$ cat src/rtl/mem_stage_pkg.sv
// Shared encodings for the MEM-stage load/store unit (mem_stage_lsu).
// Optional MEM_STAGE_MISALIGN_TRAP_EN uses is_misaligned() below.
package mem_stage_pkg;

   typedef enum logic [1:0] {
      SZ_WORD = 2'b00,
      SZ_HALF = 2'b01,
      SZ_BYTE = 2'b10,
      SZ_RSVD = 2'b11
   } mem_size_e;

   typedef enum logic {
      ST_IDLE = 1'b0,
      ST_BUSY = 1'b1
   } lsu_state_e;

   typedef enum logic [1:0] {
      M2R_ALU = 2'd0,
      M2R_MEM = 2'd1,
      M2R_PCI = 2'd2
   } mem_to_reg_e;

   // Reserved size behaves as a word access.
   function automatic logic is_misaligned(input logic [1:0] size, input logic [1:0] off);
      logic mis;
      case (mem_size_e'(size))
         SZ_BYTE: mis = 1'b0;
         SZ_HALF: mis = off[0];
         default: mis = (off != 2'b00);
      endcase
      return mis;
   endfunction

endpackage

$ cat src/rtl/lsu_lane_align.sv
// Byte-lane steering for stores and load extraction/extension.
// MEM_STAGE_MISALIGN_TRAP_EN adds the st_misalign detect output.
module lsu_lane_align
   import mem_stage_pkg::*;
(
   input  logic [1:0]  st_size,
   input  logic [1:0]  st_off,
   input  logic [31:0] st_data,
   output logic [3:0]  st_be,
   output logic [31:0] st_wdata,
`ifdef MEM_STAGE_MISALIGN_TRAP_EN
   output logic        st_misalign,
`endif
   input  logic [1:0]  ld_size,
   input  logic [1:0]  ld_off,
   input  logic        ld_signed,
   input  logic [31:0] ld_rdata,
   output logic [31:0] ld_data
);

   logic [7:0]  byte_f;
   logic [15:0] half_f;

   always_comb begin
      st_be    = 4'b1111;
      st_wdata = st_data;
      case (mem_size_e'(st_size))
         SZ_BYTE: begin
            st_be    = 4'b0001 << st_off;
            st_wdata = {4{st_data[7:0]}};
         end
         SZ_HALF: begin
            st_be    = st_off[1] ? 4'b1100 : 4'b0011;
            st_wdata = {2{st_data[15:0]}};
         end
         default: begin
            st_be    = 4'b1111;
            st_wdata = st_data;
         end
      endcase
   end

   // Half and word ignore the low offset bits, so misaligned accesses force-align.
   always_comb begin
      byte_f  = ld_rdata[{ld_off, 3'b000} +: 8];
      half_f  = ld_rdata[{ld_off[1], 4'b0000} +: 16];
      ld_data = ld_rdata;
      case (mem_size_e'(ld_size))
         SZ_BYTE: ld_data = {{24{ld_signed & byte_f[7]}}, byte_f};
         SZ_HALF: ld_data = {{16{ld_signed & half_f[15]}}, half_f};
         default: ld_data = ld_rdata;
      endcase
   end

`ifdef MEM_STAGE_MISALIGN_TRAP_EN
   assign st_misalign = is_misaligned(st_size, st_off);
`endif

endmodule

$ cat src/rtl/mem_stage_lsu.sv
// MEM pipeline stage: data-memory req/ack load/store and MEM/WB register.
// Define MEM_STAGE_MISALIGN_TRAP_EN to trap misaligned accesses instead of force-aligning.
module mem_stage_lsu
   import mem_stage_pkg::*;
#(
   parameter int ADDR_W = 32,
   parameter int DATA_W = 32
)
(
   input  logic              Clock,
   input  logic              Reset,
   input  logic              Valid,
   input  logic              MemRead,
   input  logic              MemWrite,
   input  logic [1:0]        MemSize,
   input  logic              MemSigned,
   input  logic [DATA_W-1:0] ALUResult,
   input  logic [DATA_W-1:0] WriteData,
   input  logic [31:0]       PCI,
   input  logic [1:0]        MemToReg,
   input  logic              RegWrite,
   input  logic [4:0]        WriteReg,
   output logic              DMemReq,
   output logic              DMemWe,
   output logic [ADDR_W-1:0] DMemAddr,
   output logic [DATA_W-1:0] DMemWData,
   output logic [3:0]        DMemBe,
   input  logic [DATA_W-1:0] DMemRData,
   input  logic              DMemAck,
   output logic              MemStall,
   output logic              WB_Valid,
   output logic              WB_RegWrite,
   output logic [4:0]        WB_WriteReg,
   output logic [1:0]        WB_MemToReg,
   output logic [DATA_W-1:0] WB_ALUResult,
   output logic [DATA_W-1:0] WB_ReadData,
   output logic [31:0]       WB_PCI,
   output logic              MisalignExc
);

   lsu_state_e state, state_n;

   logic              mem_op;
   logic              trap;
   logic              start;
   logic              wb_ld;
   logic              wb_valid_n;
   logic              exc_n;
   logic [DATA_W-1:0] rdata_n;

   logic [3:0]        st_be;
   logic [31:0]       st_wdata;
   logic [31:0]       ld_data;

   logic [ADDR_W-1:2] lat_addr;
   logic [1:0]        lat_off;
   logic [1:0]        lat_size;
   logic              lat_signed;
   logic              lat_we;
   logic [3:0]        lat_be;
   logic [DATA_W-1:0] lat_wdata;

   assign mem_op = Valid & (MemRead | MemWrite);

`ifdef MEM_STAGE_MISALIGN_TRAP_EN
   logic misalign;
   assign trap = mem_op & misalign;
`else
   assign trap = 1'b0;
`endif

   lsu_lane_align u_lane (
      .st_size     (MemSize),
      .st_off      (ALUResult[1:0]),
      .st_data     (WriteData),
      .st_be       (st_be),
      .st_wdata    (st_wdata),
`ifdef MEM_STAGE_MISALIGN_TRAP_EN
      .st_misalign (misalign),
`endif
      .ld_size     (lat_size),
      .ld_off      (lat_off),
      .ld_signed   (lat_signed),
      .ld_rdata    (DMemRData),
      .ld_data     (ld_data)
   );

   always_ff @(posedge Clock) begin
      if (!Reset) state <= ST_IDLE;
      else        state <= state_n;
   end

   always_comb begin
      state_n    = state;
      MemStall   = 1'b0;
      start      = 1'b0;
      wb_ld      = 1'b0;
      wb_valid_n = 1'b0;
      exc_n      = 1'b0;
      rdata_n    = '0;
      case (state)
         ST_IDLE: begin
            if (mem_op && !trap) begin
               start    = 1'b1;
               MemStall = 1'b1;
               state_n  = ST_BUSY;
            end else begin
               wb_ld      = 1'b1;
               wb_valid_n = Valid;
               exc_n      = trap;
            end
         end
         ST_BUSY: begin
            if (DMemAck) begin
               wb_ld      = 1'b1;
               wb_valid_n = 1'b1;
               rdata_n    = lat_we ? '0 : ld_data;
               state_n    = ST_IDLE;
            end else begin
               MemStall = 1'b1;
            end
         end
         default: state_n = ST_IDLE;
      endcase
   end

   // Pass-through fields are still held upstream on the ack cycle, so they load then.
   always_ff @(posedge Clock) begin
      if (!Reset) begin
         WB_Valid     <= 1'b0;
         WB_RegWrite  <= 1'b0;
         WB_WriteReg  <= '0;
         WB_MemToReg  <= '0;
         WB_ALUResult <= '0;
         WB_ReadData  <= '0;
         WB_PCI       <= '0;
         MisalignExc  <= 1'b0;
         lat_addr     <= '0;
         lat_off      <= '0;
         lat_size     <= '0;
         lat_signed   <= 1'b0;
         lat_we       <= 1'b0;
         lat_be       <= '0;
         lat_wdata    <= '0;
      end else begin
         WB_Valid    <= wb_valid_n;
         MisalignExc <= exc_n;
         if (wb_ld) begin
            WB_RegWrite  <= RegWrite & ~exc_n;
            WB_WriteReg  <= WriteReg;
            WB_MemToReg  <= MemToReg;
            WB_ALUResult <= ALUResult;
            WB_ReadData  <= rdata_n;
            WB_PCI       <= PCI;
         end
         if (start) begin
            lat_addr   <= ALUResult[ADDR_W-1:2];
            lat_off    <= ALUResult[1:0];
            lat_size   <= MemSize;
            lat_signed <= MemSigned;
            lat_we     <= MemWrite;
            lat_be     <= st_be;
            lat_wdata  <= st_wdata;
         end
      end
   end

   assign DMemReq   = (state == ST_BUSY);
   assign DMemWe    = DMemReq & lat_we;
   assign DMemAddr  = {lat_addr, 2'b00};
   assign DMemBe    = DMemReq ? lat_be : 4'b0000;
   assign DMemWData = lat_wdata;

endmodule

$ cat config.mk
export PLATFORM = sky130hd
export DESIGN_NAME = mem_stage_lsu
export DESIGN_NICKNAME = d
export VERILOG_FILES = /design/src/rtl/mem_stage_pkg.sv /design/src/rtl/lsu_lane_align.sv /design/src/rtl/mem_stage_lsu.sv
export SDC_FILE = /design/constraint.sdc
export NUM_CORES = 1
export LEC_CHECK = 0
export ABC_AREA = 1
export CORE_AREA = 2 2 141 143
export CTS_CLUSTER_DIAMETER = 100
export DETAILED_ROUTE_END_ITERATION = 6
export DIE_AREA = 0 0 143 145
export GPL_TIMING_DRIVEN = 0
export HOLD_SLACK_MARGIN = 0.15
export PLACE_DENSITY = 0.84
export SLEW_MARGIN = 10
export SYNTH_ARGS = -nofsm -noshare
export SYNTH_HDL_FRONTEND = slang
export SYNTH_SLANG_ARGS = --single-unit
$ cat constraint.sdc
create_clock -name Clock -period 1.6 [get_ports Clock]
set_input_delay 0.24 -clock Clock [delete_from_list [all_inputs] [get_ports Clock]]
set_output_delay 0.24 -clock Clock [all_outputs]
set_load 0.01 [all_outputs]
# Word-level counts from Yosys, hierarchy flattened
# Cells that the tools add are included.
# Widths: inputs -> output; s select.
# op_classes
shift,3
n_eq_ne,4
bitwise,6
mux,17
# op_table
cell,count
$pmux 32 s2,2
$mux 32,3
$shiftx 32x6->16,1
$shiftx 32x6->8,1
$mux 4,2
$pmux 4 s2,1
$mux 1,6
$pmux 1 s2,3
$and 1x1->1,4
$eq 2x1->1 const B,2
$eq 2x2->1 const B,2
$shl 1x2->4 const A,1
$not 1->1,1
$or 1x1->1,1
# word_totals
elab_cells,45
output_inout_bits,177
ff_bits,178
in_bits,145

# Longest topological paths before layout
# Gate-level depths: netlist of run 1.
# depth
ltp_word,6
mapped_depth,11
depth_no_buf,10

# Hierarchy
# From an unflattened synthesis of run 1, not the netlist that was laid out.
# unflattened
hier_cells,1257
area_unflattened_um2,8510.7
# modules_own_cells
module,seq_area_each_um2,area_each_um2,cells_each,n_inst
mem_stage_lsu,3563.4,7096.8,957,1
lsu_lane_align,0.0,1413.9,300,1

# Worst setup path after synthesis of run 1
# Ideal clock, no wire load.
# synth_timing
kind,reg2reg
from,register lat_size[0]
to,register WB_ReadData[7]
slack_ps,24
path_stages_with_launch,9
setup_time_ps,120
path_buffers,2
required_time_ps,1480
period_less_slack_ps,1576
arrival_ps,1457
cell_sequence,dfxtp_1 -> inv_1 -> ha_1 -> buf_2 -> clkinv_1 -> clkbuf_1 -> nand3_1 -> o211ai_1 -> nand2_1
# synth_between
elab_chain_len,5
word_cells_on_any_way,6
cone_classes,eq/ne: 2; mux: 4
# synth_lines
element,line,text
"start, declared",mem_stage_lsu.sv:57,logic [1:0] lat_size;
"start signal, assigned",mem_stage_lsu.sv:159,lat_size <= MemSize;
$eq 2x1->1 or $eq 2x2->1 (tied branches),lsu_lane_align.sv:48,case (mem_size_e'(ld_size))
$pmux 32 s2 (*),lsu_lane_align.sv:48,
$mux 32 (*),mem_stage_lsu.sv:117,rdata_n = lat_we ? '0 : ld_data;
$mux 32 (*),mem_stage_lsu.sv:114,if (DMemAck) begin
$mux 32 (*),mem_stage_lsu.sv:101,case (state)
"end signal, assigned",mem_stage_lsu.sv:153,WB_ReadData <= rdata_n;
"end, declared",mem_stage_lsu.sv:36,"output logic [DATA_W-1:0] WB_ReadData,"
# Mark *: on every way between the ends. The rest lies on a longest branch, timed or not.
# A chain may end at the register's enable or synchronous reset.

# Worst setup path in the final report of run 1
# layout_timing
from,"register state, in the netlist DMemReq"
to,output MemStall
# layout_between
elab_chain_len,2
# layout_lines
element,line,text
"start, declared",mem_stage_lsu.sv:41,"lsu_state_e state, state_n;"
"start signal, assigned",mem_stage_lsu.sv:90,else state <= state_n;
$not 1->1,-,
$pmux 1 s2 (*),mem_stage_lsu.sv:101,
"end, declared",mem_stage_lsu.sv:30,"output logic MemStall,"
# Marked as above.

==> reports/results.txt, run 1 <==
Peak supply drop - 0.666 mV
WL final - 26300 um
Placement Cell Area - 10700 um^2
Slew Viols, Final - 0
Buf+Inv Stages, Crit Path - 6
Avg WL per Cell - 16.1 um
switching share of power - 0.301
Yosys cell types - 32
unrepaired setup endpoints after global routing - yes
Final setup violation count - 1
EDFF count, synth - 0
area of the core - 19200 um^2
TritonCTS buffer count - 17
Worst Path Max Fanout - 6
largest net degree at the start of global routing - 19
H-Tree Depth - 4
Max Fclk - 567 MHz
Stages on worst setup path - 9
Worst Tran Pin Value - 0.525 ns
cell total after placement - 1583
total via count in the routed design - 7966
GPL Wtd Cong - 0.904
startpoint type of the worst setup path - register
Seq cells post-synth - 178
# diodes - 0
Die Y-Extent - 145 um
clock sinks - 178
Avg Inst Size Synth - 7.23 um^2
total die area - 20700 um^2
Worst Setup EP - MemStall
final-layout fill cell count - 1691
hold crit path type - in -> reg
number of global-route vias before repair - 7639
Final nets - 1502
Comb power frac - 0.227
Crit path largest cell delay - 0.33 ns
Register-to-Register Path Depth - 11
Int Pwr - 8200 uW
Tcrit/Tclk final - 1.10
slack of the critical path - -0.163 ns
Multi-input gate area - 3180 um^2
LEAKAGE - 0.00596 uW
critical path class - reg -> out
Clk pin slew, worst setup/hold paths - 0.07 ns
skew final - 0.0136 ns
# rows - 51
fin crit period - 1.76 ns
DIE WIDTH - 143 um
Synth async-reset ratio - 0
part of the power in registers - 0.424
Initial DRC Count - 490
design area - 11700 um^2
Buffers on Ports - 317
GRT Overall Usage - 0.242
initial antenna violation count - 0
internal reg-to-reg setup slack - 0.04 ns
WP data required - 1.36 ns
Initial Util - 0.376
hpwl dp - 19700 um
Critical path origin - DMemReq
Yosys Warn Count - 0
CP max stage cell - dfxtp_2
Worst EP arrival - 1.52 ns
status - finished, violations left
P per Cell Area - 1000 nW/um^2
most frequent cells in the layout - nor2_1 (259), clkdlybuf4s50_1 (247), nand2_1 (190), dfxtp_1 (175), o21ai_0 (97)
max cap viols - 0
Clock Latency Late Sink - 0.43 ns
relative slew slack - 0.650
GR Overflow Total - 0
FF-to-FF End - WB_ALUResult[24]
drt pass-1 iters - 6
Syn Inst Count - 999
Hold Vio Cnt, Final - 0
RR Startpoint - DMemReq
area growth from synthesis to layout - 61.8%
Clk network pwr share - 0.348
Netlist Area Pre-Place - 7220 um^2
Seq/Total Area, Yosys - 0.494
top cell family by delay on the critical path - buffers and inverters
most common cell after layout, fill and taps aside - nor2_1
violated checks - negative setup slack
Via-to-Cell Ratio - 4.88
first-pass GRT wire length - 39600 um
CTS tree - yes
num ports - 322
Main synth FF type - dfxtp_1
Non-Filler Instances - 1631
CP endpoint kind - output port
DRC errors left - 0
Net Switching - 3530 uW
Root Driver - clkbuf_16
CP cell instances - buf_6 -> inv_4 -> nand2_4 -> nor2_4 -> inv_2 -> nand2_4 -> buf_12 -> buf_8 -> buf_6
layout cells sized above 1 - 0.0944
post-route ant nets - 0
Seq. cell area - 3570 um^2
CTS Buffer Depth - 2
[what timing repair did]
item | in CTS | in global routing
cloned | 0 | 3
gates resized for setup | 40 | 111
hold buffers | 0 | 0
setup buffers | 3 | 12
setup endpoints to repair | 77 | 187
pin swaps | 2 | 2
[registers in the layout, indices dropped and copies added (netlist names)]
register,flops
lat_size,2
WB_RegWrite,1
lat_off,2
WB_ALUResult,32
lat_be,4
WB_PCI,32
DMemReq,1
WB_MemToReg,2
lat_addr,30
DMemWData,32
lat_signed,1
lat_we,1
WB_ReadData,32
WB_WriteReg,5
WB_Valid,1
[worst min path at each step]
stage	startpoint	end	slack, ns	cells past startpoint
final	Reset	lat_be[0]	0.37	3
after global routing	Reset	lat_be[0]	0.39	3
after floorplan	WriteData[0]	DMemWData[0]	0.37	2
after CTS	Reset	lat_be[0]	0.36	3
after detailed placement	WB_ReadData[14]	WB_ReadData[14]	0.44	2
after global placement	WB_ReadData[19]	WB_ReadData[19]	0.44	2
[worst reg2reg max path, delay by kind of cell, from the launching register on]
| family | cells | cell delay [ns] |
|---|---|---|
| AO/OA/AOI/OAI | 1 | 0.08 |
| buffers and inverters | 6 | 0.76 |
| flip-flops | 1 | 0.32 |
| AND/OR/NAND/NOR | 4 | 0.33 |
[cell usage after synthesis, types with 3 or more instances]
| cell | instances | area (um^2) |
|---|---|---|
| o21ai_0 | 103 | 515 |
| o21ai_1 | 45 | 225 |
| buf_6 | 10 | 113 |
| ha_1 | 4 | 50.1 |
| a21oi_1 | 62 | 310 |
| nand3_1 | 20 | 100 |
| dfxtp_1 | 178 | 3560 |
| nand2_1 | 194 | 728 |
| buf_2 | 20 | 100 |
| buf_4 | 6 | 45.0 |
| a22o_1 | 8 | 70.1 |
| clkbuf_1 | 33 | 124 |
| nor2_1 | 259 | 972 |
| inv_1 | 32 | 120 |
| a31oi_1 | 3 | 18.8 |
[area by class of cell]
cell class	instances	area share
well taps	265	0.0284
flip-flops and latches	178	0.305
inverters	37	0.0134
repair buffers	334	0.294
clock inverters	14	0.0124
plain buffers	69	0.0376
multi-input cells	716	0.273
clock buffers	18	0.0367
[cells by family after synthesis]
logic type,after synthesis,share of synthesized area
AOI/OAI and AO/OA,224,0.162
adders and majority gates,4,0.00693
buffers and inverters,108,0.0735
DFF,178,0.494
other,1,0.000520
and+or+nand+nor,484,0.264
[metal layers]
metal	up-vias	wire, um	track usage
li1	3904	-	-
met1	3636	11100	0.303
met2	360	12300	0.394
met3	66	2010	0.0620
met4	0	915	0.104
met5	-	0	0
[through the flow]
| step | TNS (ns) | hold WS [ns] | power [uW] | utilization | worst slack (ns) |
|---|---|---|---|---|---|
| after floorplan | 0 | 0.375 | 6180 | - | 0.0237 |
| after global placement | -56.22 | 0.437 | 7550 | 0.559 | -0.771 |
| after detailed placement | -62.78 | 0.440 | 7600 | 0.559 | -0.790 |
| after CTS | -0.234 | 0.362 | 11700 | 0.591 | -0.234 |
| after global routing | -0.885 | 0.390 | 12200 | 0.608 | -0.234 |
| final | -0.163 | 0.369 | 11700 | 0.608 | -0.163 |
[power by group through the flow]
stage / registers, uW / clock network [uW] / logic (uW)
floorplan: 5210 / 0 / 977
global placement: 5060 / 0 / 2500
detailed placement: 5060 / 0 / 2530
CTS: 4970 / 4150 / 2570
global route: 5010 / 4350 / 2880
finish: 4970 / 4080 / 2670
Power figures use the tool's default switching activity.
==> run 2: changes to the inputs <==
--- a/config.mk
+++ b/config.mk
@@ -10,7 +10,6 @@
 export CTS_CLUSTER_DIAMETER = 100
 export DETAILED_ROUTE_END_ITERATION = 6
 export DIE_AREA = 0 0 143 145
-export GPL_TIMING_DRIVEN = 0
 export HOLD_SLACK_MARGIN = 0.15
 export PLACE_DENSITY = 0.84
 export SLEW_MARGIN = 10
==> reports/results.txt, run 2 (synthesized netlist as in run 1, its figures left out) <==
CP max stage cell - clkdlybuf4s50_1 (was dfxtp_2)
Peak supply drop - 0.810 mV (was 0.666 mV)
clock sinks - 178 (unchanged)
area growth from synthesis to layout - 59.1% (was 61.8%)
initial antenna violation count - 1 (was 0)
Buffers on Ports - 318 (was 317)
top cell family by delay on the critical path - buffers and inverters (unchanged)
post-route ant nets - 0 (unchanged)
Root Driver - clkbuf_16 (unchanged)
P per Cell Area - 1050 nW/um^2 (was 1000 nW/um^2)
Net Switching - 3290 uW (was 3530 uW)
critical path class - reg -> out (unchanged)
LEAKAGE - 0.00566 uW (was 0.00596 uW)
GRT Overall Usage - 0.228 (was 0.242)
internal reg-to-reg setup slack - 0.10 ns (was 0.04 ns)
unrepaired setup endpoints after global routing - no (was yes)
layout cells sized above 1 - 0.0713 (was 0.0944)
area of the core - 19200 um^2 (unchanged)
Initial Util - 0.376 (unchanged)
GPL Wtd Cong - 0.885 (was 0.904)
Clk network pwr share - 0.377 (was 0.348)
switching share of power - 0.273 (was 0.301)
Hold EP - lat_be[0] (unchanged)
Max Fclk - 638 MHz (was 567 MHz)
startpoint type of the worst setup path - register (unchanged)
max cap viols - 0 (unchanged)
FF-to-FF End - WB_ReadData[29] (was WB_ALUResult[24])
WP data required - 1.36 ns (about the same)
Die Y-Extent - 145 um (unchanged)
H-Tree Depth - 4 (unchanged)
Slew Viols, Final - 0 (unchanged)
Initial DRC Count - 645 (was 490)
Via-to-Cell Ratio - 4.86 (was 4.88)
Worst EP arrival - 1.33 ns (was 1.52 ns)
Pwr Total - 12000 uW (was 11700 uW)
largest net degree at the start of global routing - 101 (was 19)
most common cell after layout, fill and taps aside - clkdlybuf4s50_1 (was nor2_1)
Avg WL per Cell - 15.4 um (was 16.1 um)
Buf+Inv Stages, Crit Path - 1 (was 6)
total die area - 20700 um^2 (unchanged)
Stages on worst setup path - 1 (was 9)
hpwl dp - 17400 um (was 19700 um)
# rows - 51 (unchanged)
Crit path largest cell delay - 0.57 ns (was 0.33 ns)
drt pass-1 iters - 5 (was 6)
CTS tree - yes (unchanged)
CP cell instances - clkdlybuf4s50_1 (was buf_6 -> inv_4 -> nand2_4 -> nor2_4 -> inv_2 -> nand2_4 -> buf_12 -> buf_8 -> buf_6)
Final nets - 1456 (was 1502)
Hold Vio Cnt, Final - 0 (unchanged)
Comb power frac - 0.209 (was 0.227)
status - finished clean (was finished, violations left)
GR Overflow Total - 0 (unchanged)
CTS Buffer Depth - 2 (unchanged)
hold_buf cts - 0 (unchanged)
number of global-route vias before repair - 7359 (was 7639)
Worst Path Max Fanout - 2 (was 6)
post-layout util - 0.598 (was 0.608)
num ports - 322 (unchanged)
Hold Path Cell Cnt - 3 (unchanged)
Final setup violation count - 0 (was 1)
total via count in the routed design - 7711 (was 7966)
TritonCTS buffer count - 17 (unchanged)
skew final - 0.0130 ns (was 0.0136 ns)
DRC errors left - 0 (unchanged)
hold crit path type - in -> reg (unchanged)
HP Start - Reset (unchanged)
fin crit period - 1.57 ns (was 1.76 ns)
most frequent cells in the layout - clkdlybuf4s50_1 (261), nor2_1 (258), nand2_1 (193), dfxtp_1 (176), o21ai_0 (103) (was nor2_1 (259), clkdlybuf4s50_1 (247), nand2_1 (190), dfxtp_1 (175), o21ai_0 (97))
Int Pwr - 8740 uW (was 8200 uW)
WL final - 24300 um (was 26300 um)
Clk pin slew, worst setup/hold paths - 0.07 ns (about the same)
Register-to-Register Path Depth - 10 (was 11)
Clock Latency Late Sink - 0.43 ns (about the same)
DIE WIDTH - 143 um (unchanged)
CP endpoint kind - output port (unchanged)
Tcrit/Tclk final - 0.979 (was 1.10)
first-pass GRT wire length - 37800 um (was 39600 um)
RR Startpoint - DMemReq (unchanged)
part of the power in registers - 0.413 (was 0.424)
-- run 2: cell count changes in the layout (fill, tap and decap cells not counted), sizes merged, moves of 3 or more --
cell,previous run,this run
buf,58,41
bufinv,0,4
clkbuf,51,22
clkdlybuf4s50,247,261
clkinv,6,3
dlymetal6s2s,57,43
-- run 2: final cells by class --
| cell class | instances | area [um^2] |
|---|---|---|
| Fill cell | 1665 | 7720 |
| Antenna cell | 1 | 2.50 |
| Tap cell | 265 | 332 |
| Sequential cell | 178 | 3570 |
| Inverter | 37 | 141 |
| Multi-Input combinational cell | 717 | 3170 |
| Clock inverter | 13 | 194 |
| Clock buffer | 18 | 439 |
| Timing Repair Buffer | 356 | 3640 |
-- run 2: worst max-delay path by stage --
stage | from | endpoint | slack (ns)
2_1_floorplan | lat_size[0] | WB_ReadData[7] | 0.02
6_report | lat_addr[11] | DMemAddr[11] | 0.03
5_1_grt | WB_ALUResult[9] | WB_ALUResult[9] | 0.0003
3_5_place_dp | MemWrite | WB_ReadData[24] | -0.33
4_1_cts | DMemReq | DMemBe[1] | 0.002
3_3_place_gp | MemWrite | MemStall | -0.31
-- run 2: through the flow --
stage | hold slack, ns | setup TNS, ns | setup slack (ns) | cells | area, um^2
6_report | 0.334 | 0 | 0.0329 | 1585 | 11500
5_1_grt | 0.381 | 0 | 0.000308 | 1584 | 11500
4_1_cts | 0.258 | 0 | 0.00189 | 1582 | 11400
3_5_place_dp | 0.442 | -39.79 | -0.328 | 1551 | 10700
3_3_place_gp | 0.437 | -36.07 | -0.310 | 1551 | 10700
2_1_floorplan | 0.375 | 0 | 0.0237 | 1001 | 7230
-- run 2: worst register-to-register path, stage by stage, from the launching register on --
cell and delay [ns]:
dfxtp_4 0.36, inv_2 0.07, nand2_2 0.06, nor2_4 0.09, inv_2 0.05, nand2_4 0.06
buf_4 0.13, inv_4 0.09, nor2_4 0.38, nand2_1 0.10, nand2_1 0.09
-- run 2: timing repair --
| action | 4_1_cts | 5_1_grt |
|---|---|---|
| pin swaps | 0 | 3 |
| gates cloned | 0 | 2 |
| resized for setup | 23 | 56 |
| setup buffers | 0 | 0 |
| setup endpoints to repair | 13 | 75 |
-- run 2: metal layers --
metal / vias to the layer above / GRT usage / routed length, um
met2: 366 / 0.363 / 11400
met5: - / 0 / 0
li1: 3814 / - / -
met1: 3454 / 0.276 / 10000
met3: 77 / 0.0637 / 1790
met4: 0 / 0.123 / 1100
-- run 2: power by group through the flow --
stage / Sequential [uW] / Combinational [uW] / Clock [uW]
floorplan: 5210 / 977 / 0
global placement: 5060 / 2490 / 0
detailed placement: 5070 / 2520 / 0
CTS: 4970 / 2520 / 4620
global route: 5010 / 2740 / 4790
finish: 4970 / 2510 / 4540
==> run 3: changes to the inputs <==
--- a/config.mk
+++ b/config.mk
@@ -6,12 +6,12 @@
 export NUM_CORES = 1
 export LEC_CHECK = 0
 export ABC_AREA = 1
-export CORE_AREA = 2 2 141 143
+export CORE_AREA = 2 2 135 137
 export CTS_CLUSTER_DIAMETER = 100
 export DETAILED_ROUTE_END_ITERATION = 6
-export DIE_AREA = 0 0 143 145
+export DIE_AREA = 0 0 137 139
 export HOLD_SLACK_MARGIN = 0.15
-export PLACE_DENSITY = 0.84
+export PLACE_DENSITY = 0.87
 export SLEW_MARGIN = 10
 export SYNTH_ARGS = -nofsm -noshare
 export SYNTH_HDL_FRONTEND = slang
==> constraint.sdc (replaced) <==
create_clock -name Clock -period 1.46 [get_ports Clock]
set_input_delay 0.219 -clock Clock [delete_from_list [all_inputs] [get_ports Clock]]
set_output_delay 0.219 -clock Clock [all_outputs]
set_load 0.01 [all_outputs]
==> reports/results.txt, run 3 (synthesized netlist as in run 1, its figures left out) <==
status - finished clean (unchanged)
critical path's most frequent cell - inv_2
DRC errors left - 0 (unchanged)
Final setup violation count - 0 (unchanged)
CP max stage cell - dfxtp_2 (was clkdlybuf4s50_1)
skew final - 0.0104 ns (was 0.0130 ns)
critical path class - reg -> out (unchanged)
Die Y-Extent - 139 um (was 145 um)
Initial Util - 0.409 (was 0.376)
Avg WL per Cell - 15.9 um (was 15.4 um)
startpoint type of the worst setup path - register (unchanged)
CTS tree - yes (unchanged)
unrepaired setup endpoints after global routing - yes (was no)
total die area - 19000 um^2 (was 20700 um^2)
slack of the critical path - 0.0518 ns (was 0.0329 ns)
part of the power in registers - 0.425 (was 0.413)
GR Overflow Total - 0 (unchanged)
LEAKAGE - 0.00567 uW (was 0.00566 uW)
GPL Wtd Cong - 0.879 (was 0.885)
Buffers on Ports - 318 (unchanged)
fin crit period - 1.41 ns
number of global-route vias before repair - 7426 (was 7359)
Placement Cell Area - 10800 um^2 (was 10700 um^2)
WP data required - 1.24 ns (was 1.36 ns)
layout cells sized above 1 - 0.0915 (was 0.0713)
hpwl dp - 17500 um (was 17400 um)
post-layout util - 0.646 (was 0.598)
P per Cell Area - 1120 nW/um^2 (was 1050 nW/um^2)
initial antenna violation count - 1 (unchanged)
area of the core - 17700 um^2 (was 19200 um^2)
most frequent cells in the layout - nor2_1 (257), nand2_1 (189), dfxtp_1 (174), dlygate4sd2_1 (167), clkdlybuf4s50_1 (143) (was clkdlybuf4s50_1 (261), nor2_1 (258), nand2_1 (193), dfxtp_1 (176), o21ai_0 (103))
WL final - 24800 um (was 24300 um)
Final nets - 1470 (was 1456)
max cap viols - 0 (unchanged)
Comb power frac - 0.210 (was 0.209)
post-route ant nets - 0 (unchanged)
first-pass GRT wire length - 38400 um (was 37800 um)
Via-to-Cell Ratio - 5.00 (was 4.86)
Clk network pwr share - 0.365 (was 0.377)
area growth from synthesis to layout - 58.1% (was 59.1%)
Clock Latency Late Sink - 0.43 ns (about the same)
internal reg-to-reg setup slack - 0.07 ns (was 0.10 ns)
CP endpoint kind - output port (unchanged)
Worst Path Max Fanout - 3 (was 2)
most common cell after layout, fill and taps aside - nor2_1 (was clkdlybuf4s50_1)
design area - 11400 um^2 (was 11500 um^2)
Slew Viols, Final - 0 (unchanged)
# rows - 49 (was 51)
DIE WIDTH - 137 um (was 143 um)
Crit path largest cell delay - 0.34 ns (was 0.57 ns)
num ports - 322 (unchanged)
hold crit path type - in -> reg (unchanged)
H-Tree Depth - 4 (unchanged)
TritonCTS buffer count - 17 (unchanged)
total via count in the routed design - 7817 (was 7711)
Hold Vio Cnt, Final - 0 (unchanged)
Worst EP arrival - 1.19 ns (was 1.33 ns)
Int Pwr - 9170 uW (was 8740 uW)
Place WS - -0.468 ns (was -0.328 ns)
Tcrit/Tclk final - 0.965
Root Driver - clkbuf_16 (unchanged)
Initial DRC Count - 645 (unchanged)
Net Switching - 3640 uW (was 3290 uW)
Clk pin slew, worst setup/hold paths - 0.06 ns (was 0.07 ns)
hold_buf cts - 0 (unchanged)
CP cell instances - inv_2 -> nand2_2 -> nor2_4 -> inv_2 -> nand2_4 -> buf_6 (was clkdlybuf4s50_1)
Max Fclk - 710 MHz
drt pass-1 iters - 6 (was 5)
switching share of power - 0.284 (was 0.273)
clock sinks - 178 (unchanged)
largest net degree at the start of global routing - 93 (was 101)
CTS Buffer Depth - 2 (unchanged)
Peak supply drop - 0.774 mV (was 0.810 mV)
GRT Overall Usage - 0.254 (was 0.228)
[run 3: changes by cell type in the layout (fill, tap and decap cells not counted), sizes merged]
cell           before  now
bufinv              4    2
inv                43   38
dlymetal6s2s       43    0
dlygate4sd2         7  167
buf                41   60
clkinv              3    8
clkbuf             22   20
clkinvlp            0    1
clkdlybuf4s50     261  143
[run 3: routing by layer]
metal / vias to the layer above / track usage / share of wire
li1: 3860 / - / -
met1: 3535 / 0.301 / 0.40
met2: 349 / 0.424 / 0.49
met3: 73 / 0.0651 / 0.077
met4: 0 / 0.124 / 0.036
met5: - / 0 / 0
[run 3: layout make-up]
class / count / area [um^2]
Antenna cell: 1 / 2.50
Clock buffer: 20 / 457
Clock inverter: 12 / 146
Fill cell: 1529 / 6240
Inverter: 37 / 155
Multi-Input combinational cell: 717 / 3220
Sequential cell: 178 / 3570
Tap cell: 229 / 287
Timing Repair Buffer: 370 / 3580
[run 3: metrics by stage]
step	hold WS (ns)	total power, uW	TNS [ns]	instances
floorplan	0.354	6780	0	1001
global placement	0.439	8310	-54.88	1523
detailed placement	0.438	8370	-60.30	1523
CTS	0.338	12800	-0.0969	1562
global route	0.361	13400	-0.0835	1564
finish	0.346	12800	0	1564
[run 3: worst max-delay path: cells and delay by family (launching register included)]
family	cells	cell delay, ns
simple gates	3	0.20
buf+inv	3	0.24
flops	1	0.34
[run 3: power by group through the flow]
stage	sequential [uW]	combinational, uW	clock (uW)
after floorplan	5710	1080	0
after global placement	5540	2770	0
after detailed placement	5550	2810	0
after CTS	5440	2640	4750
after global routing	5480	2930	4950
final	5440	2700	4680
[run 3: path summary, 6_finish.rpt]
| check | startpoint | to | depth (start not counted) |
|---|---|---|---|
| worst max-delay path | DMemReq | MemStall | 6 |
| worst min-delay path | Reset | WB_ALUResult[11] | 4 |
| worst max register to register | lat_size[0] | WB_ReadData[21] | 8 |
| worst min register to register | WB_ReadData[23] | WB_ReadData[23] | 2 |
[run 3: timing repair]
action | 4_1_cts | 5_1_grt
cloned | 2 | 0
endpoints found under the setup margin | 207 | 92
gates resized for setup | 215 | 21
setup buffers | 5 | 2
pin swaps | 4 | 3
==> variant (flow settings as in run 2) <==
The option `MEM_STAGE_MISALIGN_TRAP_EN` is turned on by a define.
--- a/src/rtl/lsu_lane_align.sv
+++ b/src/rtl/lsu_lane_align.sv
@@ -1,5 +1,7 @@
 // Byte-lane steering for stores and load extraction/extension.
 // MEM_STAGE_MISALIGN_TRAP_EN adds the st_misalign detect output.
+`define MEM_STAGE_MISALIGN_TRAP_EN
+
 module lsu_lane_align
    import mem_stage_pkg::*;
 (
Formal check against the unedited RTL: not equivalent (a bounded check fails within 4 cycles, from zero or initial values and one cycle with Reset low).
==> variant against run 2 <==
The flow now finishes with violations (setup timing). Core utilization is 3.6 points higher. Wire length rose by 6.0%. Sequential cell count increased by 1. Final area is 6.0% higher. Synthesized area is 0.88% lower. Power decreased by 0.24%. Worst hold slack got worse by 64 ps. Setup slack lost 140 ps.
==> variant: results (changes against run 2) <==
[run_status]
outcome=complete, but fails checks
violations=setup timing

[finish]
n_antenna_cell=0  ; -1
drive_above_1_share_pct=12.69  ; +5.6 points
final_nets=1491  ; +2.4%
num-fill-cells=1567  ; -5.9%

[place]
hpwl_um=17450  ; +0.30%
place_inst=1568  ; +1.1%
place.gp.congestion=0.9262  ; +4.6%
place_ws_ps=-707.3  ; -379.1 ps
postPlaceCellArea_um2=10890  ; +1.5%
portBuffers=319  ; +0.31%

[power]
peakVddDrop_mv=0.7022  ; -13%
powerClk_mw=4.42  ; -3%
power_frac_clock_pct=36.8  ; -0.9 points
seq_power_share_pct=41.4  ; about the same
p_switching_mw=3.400  ; +3.5%
p_leak_nw=6.373  ; +13%

[global_routing]
globalRouteMet2Util_pct=37.92  ; +1.6 points
grt_util_met1_pct=26.86  ; -0.72 points
met3_usage_pct=6.667  ; +0.30 points
grt_pass1_wl_um=37460  ; -0.84%
antenna_found_initial=0  ; -1
first_global_vias=7297  ; -0.84%
grt_max_degree=44  ; -56%
grt_usage_pct=22.76  ; about the same

[synthesis]
synth_area_leaders=dfxtp_1, nand2_1, o21ai_0
synth_flop_cell=dfxtp_1
yosysUniqueCellTypes=25  ; -22%
syn_area_per_cell_um2=7.212  ; -0.18%
synth_compound_area_share_pct=15.77  ; -0.38 points
ys_seq_area_share_pct=50.09  ; +0.72 points
synthAdderAreaFrac_pct=0.6995  ; +0.0062 points
synthTopCellsByCount=nand2_1, dfxtp_1, o21ai_0, inv_1, nor2_1

[worst_setup_path]
crit_arrival_ps=2080  ; +750 ps
ff2ff_path_depth=9  ; -1
crit_start=Valid
critPathKind=input port to flop
worst-path-max-fanout=6  ; +4
worstReg2RegEnd=WB_ReadData[2]
critPathMaxStageDelay_ps=480  ; -90 ps

[route]
routedLengthMet1_um=9960  ; -0.76%
detail_route.wl_per_cell_um=15.93  ; +3.7%
wl_met3_um=2298  ; +28%
route.met2.wl_um=12680  ; +11%
route.vias.total=7804  ; +1.2%
wl_um=25800  ; +6.0%
dr.pass1.iters=7  ; +2
dr.first_iter.drc_count=401  ; -38%

[timing]
skew_ps=15.51  ; +2.476 ps
fin_ws_ps=-104.5  ; -137.3 ps
setup_viol=17  ; +17
finalSetupTns_ps=-1125  ; -1125 ps

[clocking]
worstSkewPairLatency_ps=430  ; about the same
ctsHtreeMaxLevel=4  ; unchanged

variant: worst min-delay path: cells and delay by family:
family | cells | cell delay (ps)
AOI/OAI and AO/OA | 2 | 270
buffers and inverters | 1 | 130
variant: layout make-up:
cell class              instances  area (um2)  share of cell area [%]
clock buffers                  18       439.2                   3.606
clock inverters                14       188.9                   1.551
inverters                     106       411.6                   3.380
multi-input cells             647        3029                   24.87
flip-flops and latches        179        3586                   29.44
well taps                     265       331.6                   2.722
repair buffers                391        4193                   34.43
variant: worst min path at each step:
stage,endpoint,startpoint,cells after the start,slack [ps]
finish,lat_size[1],MemSize[1],3,270
floorplan,WB_PCI[22],PCI[22],2,380
detailed placement,WB_ReadData[21],WB_ReadData[21],2,440
CTS,WB_PCI[28],PCI[28],3,340
global placement,WB_ReadData[11],WB_ReadData[11],2,440
global route,lat_size[0],MemSize[0],4,280
variant: repair_timing:
action                     4_1_cts  5_1_grt
resized for setup               41      157
hold buffers                     0        0
pin swaps                        3       12
cloned                           3        9
setup endpoints to repair      194      223
buffers inserted                 7        2
